### src/rtl/cdb_broadcast_2way_pkg.sv
// Types shared by the CDB transmitter and every CDB consumer (ROB, RS, map table).
`ifndef ROB_SIZE
`define ROB_SIZE 32
`endif
`ifndef CDB_WIDTH
`define CDB_WIDTH 2
`endif

package sys_defs;

    localparam int CDB_ROB_W  = $clog2(`ROB_SIZE);
    localparam int CDB_PREG_W = 6;
    localparam int CDB_XLEN   = 32;
    localparam int CDB_SLOTS  = `CDB_WIDTH;

    typedef struct packed {
        logic                  valid;
        logic [CDB_ROB_W-1:0]  rob_idx;
        logic [CDB_PREG_W-1:0] dest_preg;
        logic [CDB_XLEN-1:0]   value;
    } CDB_PACKET;

    typedef struct packed {
        logic [CDB_ROB_W-1:0]  rob_idx;
        logic [CDB_PREG_W-1:0] dest_preg;
        logic [CDB_XLEN-1:0]   value;
    } FU_RESULT;

endpackage

### src/rtl/cdb_broadcast_2way_rr_pick2.sv
// Circular two-of-N picker: first and second set req bits scanning upward from ptr.
// Purely combinational, zero latency; no backpressure (callers gate with their own state).
module rr_pick2 #(
    parameter int N     = 4,
    parameter int PTR_W = $clog2(N)
) (
    input  logic [N-1:0]     req,
    input  logic [PTR_W-1:0] ptr,
    output logic [PTR_W-1:0] idx0,
    output logic             v0,
    output logic [PTR_W-1:0] idx1,
    output logic             v1,
    output logic [N-1:0]     grant
);

    localparam int CW = PTR_W + 1;

    logic [CW-1:0] cand;

    always_comb begin
        v0    = 1'b0;
        v1    = 1'b0;
        idx0  = '0;
        idx1  = '0;
        grant = '0;
        cand  = '0;
        for (int k = 0; k < N; k++) begin
            // ptr + k folded back into 0..N-1 without a divider
            cand = {1'b0, ptr} + CW'(k);
            if (cand >= CW'(N)) begin
                cand = cand - CW'(N);
            end
            if (req[cand[PTR_W-1:0]]) begin
                if (!v0) begin
                    v0   = 1'b1;
                    idx0 = cand[PTR_W-1:0];
                    grant[cand[PTR_W-1:0]] = 1'b1;
                end else if (!v1) begin
                    v1   = 1'b1;
                    idx1 = cand[PTR_W-1:0];
                    grant[cand[PTR_W-1:0]] = 1'b1;
                end
            end
        end
    end

endmodule

### src/rtl/cdb_broadcast_2way.sv
// 2-wide CDB transmitter: per-FU 1-entry result latches, round-robin broadcast of up to 2 per cycle.
// Latency: result captured at edge t is on the CDB during cycle t+1.
// Backpressure: fu_ready low while a latch is held and not granted, during squash and during reset.
module cdb_broadcast_2way
    import sys_defs::*;
#(
    parameter int NUM_FU    = 4,
    parameter int ROB_IDX_W = CDB_ROB_W,
    parameter int PREG_W    = CDB_PREG_W,
    parameter int XLEN      = CDB_XLEN
) (
    input  logic                             clock,
    input  logic                             reset,
    input  logic                             squash,
    input  logic [NUM_FU-1:0]                fu_valid,
    input  logic [NUM_FU-1:0][ROB_IDX_W-1:0] fu_rob_idx,
    input  logic [NUM_FU-1:0][PREG_W-1:0]    fu_dest_preg,
    input  logic [NUM_FU-1:0][XLEN-1:0]      fu_value,
    output logic [NUM_FU-1:0]                fu_ready,
    output CDB_PACKET [1:0]                  CDB_packet_out
);

    localparam int PTR_W = $clog2(NUM_FU);

    logic [NUM_FU-1:0] held_q;
    FU_RESULT          lat_q [NUM_FU];
    logic [PTR_W-1:0]  rr_ptr_q;

    logic [NUM_FU-1:0] grant;
    logic [NUM_FU-1:0] capture;
    logic [PTR_W-1:0]  idx0, idx1, last_idx, rr_ptr_nxt;
    logic              v0, v1;

    rr_pick2 #(
        .N     (NUM_FU),
        .PTR_W (PTR_W)
    ) u_pick (
        .req   (held_q),
        .ptr   (rr_ptr_q),
        .idx0  (idx0),
        .v0    (v0),
        .idx1  (idx1),
        .v1    (v1),
        .grant (grant)
    );

    // A granted latch drains on this edge, so it can take a new result on the same edge.
    assign fu_ready = {NUM_FU{~reset & ~squash}} & (~held_q | grant);
    assign capture  = fu_valid & fu_ready;

    assign last_idx   = v1 ? idx1 : idx0;
    assign rr_ptr_nxt = (last_idx == PTR_W'(NUM_FU - 1)) ? '0 : last_idx + 1'b1;

    always_comb begin
        CDB_packet_out = '0;

        CDB_packet_out[0].valid     = v0 & ~squash & ~reset;
        CDB_packet_out[0].rob_idx   = lat_q[idx0].rob_idx;
        CDB_packet_out[0].dest_preg = lat_q[idx0].dest_preg;
        CDB_packet_out[0].value     = lat_q[idx0].value;

        CDB_packet_out[1].valid     = v1 & ~squash & ~reset;
        CDB_packet_out[1].rob_idx   = lat_q[idx1].rob_idx;
        CDB_packet_out[1].dest_preg = lat_q[idx1].dest_preg;
        CDB_packet_out[1].value     = lat_q[idx1].value;
    end

    always_ff @(posedge clock or posedge reset) begin
        if (reset) begin
            held_q   <= '0;
            rr_ptr_q <= '0;
            for (int i = 0; i < NUM_FU; i++) begin
                lat_q[i] <= '0;
            end
        end else if (squash) begin
            held_q <= '0;
        end else begin
            for (int i = 0; i < NUM_FU; i++) begin
                if (capture[i]) begin
                    held_q[i]          <= 1'b1;
                    lat_q[i].rob_idx   <= fu_rob_idx[i];
                    lat_q[i].dest_preg <= fu_dest_preg[i];
                    lat_q[i].value     <= fu_value[i];
                end else if (grant[i]) begin
                    held_q[i] <= 1'b0;
                end
            end
            if (v0) begin
                rr_ptr_q <= rr_ptr_nxt;
            end
        end
    end

    logic dup_tag;

    always_comb begin
        dup_tag = 1'b0;
        for (int i = 0; i < NUM_FU; i++) begin
            for (int j = i + 1; j < NUM_FU; j++) begin
                if (held_q[i] && held_q[j] && (lat_q[i].rob_idx == lat_q[j].rob_idx)) begin
                    dup_tag = 1'b1;
                end
            end
        end
    end

    // Two in-flight results with one ROB tag means an upstream tagging bug.
    a_unique_tag : assert property (@(posedge clock) disable iff (reset) !dup_tag);
    a_slot_order : assert property (@(posedge clock) disable iff (reset)
                                    !(CDB_packet_out[1].valid && !CDB_packet_out[0].valid));

endmodule
### config.mk
export PLATFORM = sky130hd
export DESIGN_NAME = cdb_broadcast_2way
export DESIGN_NICKNAME = d
export VERILOG_FILES = /design/src/rtl/cdb_broadcast_2way_pkg.sv /design/src/rtl/cdb_broadcast_2way_rr_pick2.sv /design/src/rtl/cdb_broadcast_2way.sv
export SDC_FILE = /design/constraint.sdc
export NUM_CORES = 1
export LEC_CHECK = 0
export CORE_UTILIZATION = 35
export DETAILED_ROUTE_END_ITERATION = 16
export PLACE_DENSITY = 0.63
export SYNTH_ARGS = -nofsm -noshare
export SYNTH_HDL_FRONTEND = slang
export SYNTH_SLANG_ARGS = --single-unit
### constraint.sdc
create_clock -name clock -period 7.78 [get_ports clock]
set_clock_uncertainty 0.15 [all_clocks]
set_input_delay 1.556 -clock clock [delete_from_list [all_inputs] [get_ports clock]]
set_output_delay 1.556 -clock clock [all_outputs]
set_load 0.02 [all_outputs]
==> key figures <==
Run status
  – Status: completed

Drt
  – Met2 WL post-DR: 14300 µm
  – DRT Pass-1 Iters: 4
  – Top Metal Used: met5
  – Drt initial violations: just under 400
  – Wire length on met1: 14300 µm
  – Avg WL per Cell: 21.0 µm
  – Vias/cell: 5.17
  – Final WL: 31200 µm
  – Met3 WL: roughly 2200 µm
  – ANT nets after route: 0
  – DRC errors left: 0
  – DR vias: 7657

Logic synthesis
  – Syn avg cell area: 13.1 µm²
  – Cell with the most instances after synthesis: dfrtp_1
  – Async SR Flop Fraction: 100%
  – Seq cells post-synth: 178
  – Post-Synthesis Cell Area: 10900 µm²
  – Cell taking the most area after synthesis: dfrtp_1
  – Seq/Total Area, Yosys: 40.8%
  – Synth cell count leaders: dfrtp_1, mux2i_1, mux2_4
  – YS warnings: 0
  – Synthesized Nets: 1023
  – Cells after Synth: between 800 and 900
  – Synth Flop Type: dfrtp_1
  – Distinct cells, synth: 52
  – Post-synth top area share: approximately two fifths
  – Synth area leaders: dfrtp_1, mux2_4, mux2i_1
  – EDFF count, synth: 0

STA
  – Max-slew violation count: 0
  – Crit path time final: just under 7000 ps
  – FMAX: 147 MHz
  – Final Cycle Share: 87.6%
  – Headroom to the max-slew limit: 29.7%
  – Setup TNS: 0 ps
  – Unrepaired setup endpoints after global routing: false
  – Final Setup Violations: 0
  – Final Hold Viols: 0
  – Worst-margin pin slew: 1050 ps

Pwr
  – Int Pwr: 4.31 mW
  – Clk pwr share: 11.6%
  – Net Switching: 3.34 mW
  – Sw frac: 43.6%
  – Combinational share of power: 67.7%
  – Pwr Density: 529 nW/µm²
  – Seq pwr share: between 20% and 30%
  – Leakage: 6.24 nW
  – Pwr Total: 7.65 mW
  – Peak supply drop: 0.429 mV

Floorplan
  – Die height: 179 µm
  – Initial Utilization: 35.6%
  – Die Wd: 179 µm
  – Die area: between 30000 and 40000 µm²
  – Rows: 64
  – # IOs: 271
  – Placeable Area: 30700 µm²

Clock network
  – Post CTS Setup Buffer Count: 0
  – CTS tree: yes
  – Max clock buf depth: 2
  – Post-CTS sizing: 0
  – Clk root buf: clkbuf_16
  – Total CTS buffers: 17
  – CTS H-tree lvls: 4
  – Clock sink total: 178
  – Clk slew on worst S/H paths: 80 ps
  – Skew-Pair Late Insertion Delay: about 430 ps
  – CTS Hold Bufs: 0

GRT
  – First-pass GRT wire length: 46800 µm
  – Initial antenna violation count: 2
  – Largest net degree at the start of global routing: 114
  – GRT Total Usage: between 10% and 20%
  – Vias in the first global route: 7884
  – GRT overflow: 0

Place
  – Detailed placer's ending HPWL: 19800 µm
  – Routability congestion estimate: 0.838
  – Port bufs: 270

Critical path
  – Worst EP required: about 6000 ps
  – Critical path cell sequence: inv_1 -> ha_1 -> mux4_2 -> inv_1 -> a21oi_1 -> o32ai_4 -> buf_4 -> mux2i_1 -> mux2i_1 -> clkdlybuf4s50_1
  – Critical path fanouts, max: 27
  – Slowest cell on crit path: dfrtp_1
  – Worst path bufs/invs: 4
  – Crit Path Class: reg2out
  – Worst Setup End Kind: output pin
  – CP peak stage delay: 950 ps
  – Crit path arrival time: 5110 ps
  – Startpoint Class: flip-flop
  – CP delay by family, top: buffers and inverters

Worst hold path
  – Min-Delay Path Class: reg2reg

Job
  – Maxcap violations: 0

Final layout
  – Layout area overhead: 32.4%
  – Final net count: 1257
  – Layout cell share with drive strength beyond 1: 25.6%
[registers in the layout, summed over array words and instances (netlist names)]
signal,count
lat_q,172
held_q,4
rr_ptr_q,2
[placed cells by master (no fill, tap or decap), drive strengths merged, types with 4 or more instances in the layout]
cell,n
nor2,7
o21ai,47
inv,11
and2,4
a22oi,4
clkdlybuf4s50,270
dfrtp,178
mux2i,176
clkbuf,18
buf,11
nand2,49
a221o,6
nor3,4
a21oi,9
ha,8
o21bai,5
clkinvlp,4
mux4,4
and3,4
mux2,216
[worst register-to-register path, delay by kind of cell (launching register included)]
family,cells,cell delay (ps)
muxes,2,1010
DFF,1,950
and+or+nand+nor,1,900
AOI/OAI and AO/OA,2,750
adders and majority gates,1,650
buffers and inverters,1,360
[cell type report]
class / instances / area [µm²]
inverters: 6 / 30.0
clock buffers: 18 / 439
well taps: 396 / 495
repair buffers: 281 / 2810
fillers: 2731 / 16200
flip-flops and latches: 178 / 4450
clock inverters: 14 / 151
diodes: 1 / 2.50
multi-input cells: 586 / 6090
[metal layers]
layer | vias to the layer above | GRT usage [%]
met1 | 3872 | 26.1
li1 | 3522 | -
met3 | 21 | 5.41
met4 | 2 | 5.37
met2 | 240 | 30.9
met5 | - | 0
[metrics by stage]
step	std cells	util [%]	hold slack (ps)	instance area, µm²	setup slack (ps)
finish	1480	47.2	386	14500	961
global route	1479	47.2	400	14500	641
CTS	1479	47.2	387	14500	949
detailed placement	1447	45.2	366	13900	1440
global placement	1447	45.2	361	13900	1480
floorplan	836	-	347	10900	1240
[power groups by stage]
| stage | clock (mW) | sequential [mW] | combinational (mW) |
|---|---|---|---|
| 6_report | 0.889 | 1.58 | 5.18 |
| 5_1_grt | 0.950 | 1.63 | 5.52 |
| 4_1_cts | 0.915 | 1.58 | 5.23 |
| 3_5_place_dp | 0 | 1.59 | 5.20 |
| 3_3_place_gp | 0 | 1.58 | 5.19 |
| 2_1_floorplan | 0 | 1.46 | 3.30 |
[cell families (layout without fill, tap and decap cells)]
logic type / Yosys count / after routing / synth area share (%)
mux: 396 / 396 / 44.6
simple gates: 85 / 85 / 3.72
xor+xnor: 1 / 1 / 0.0801
flops: 178 / 178 / 40.8
other cells: 0 / 1 / 0
compound gates: 95 / 95 / 5.63
buf+inv: 72 / 319 / 4.26
fa+ha+maj: 9 / 9 / 1.01
[final timing paths]
check                            start                  to  slack (ps)  cells after the start
min in group asynchronous        reset            lat_q[1]        1550                      2
setup reg to reg           rr_ptr_q[0]           lat_q[42]        2900                      7
setup / recovery           rr_ptr_q[0]  CDB_packet_out[65]         960                     10
hold / removal               lat_q[31]           lat_q[31]         390                      1
hold reg to reg              lat_q[31]           lat_q[31]         390                      1
max in group asynchronous        reset           lat_q[53]        4540                      3
(Power assumes the default switching activity.)
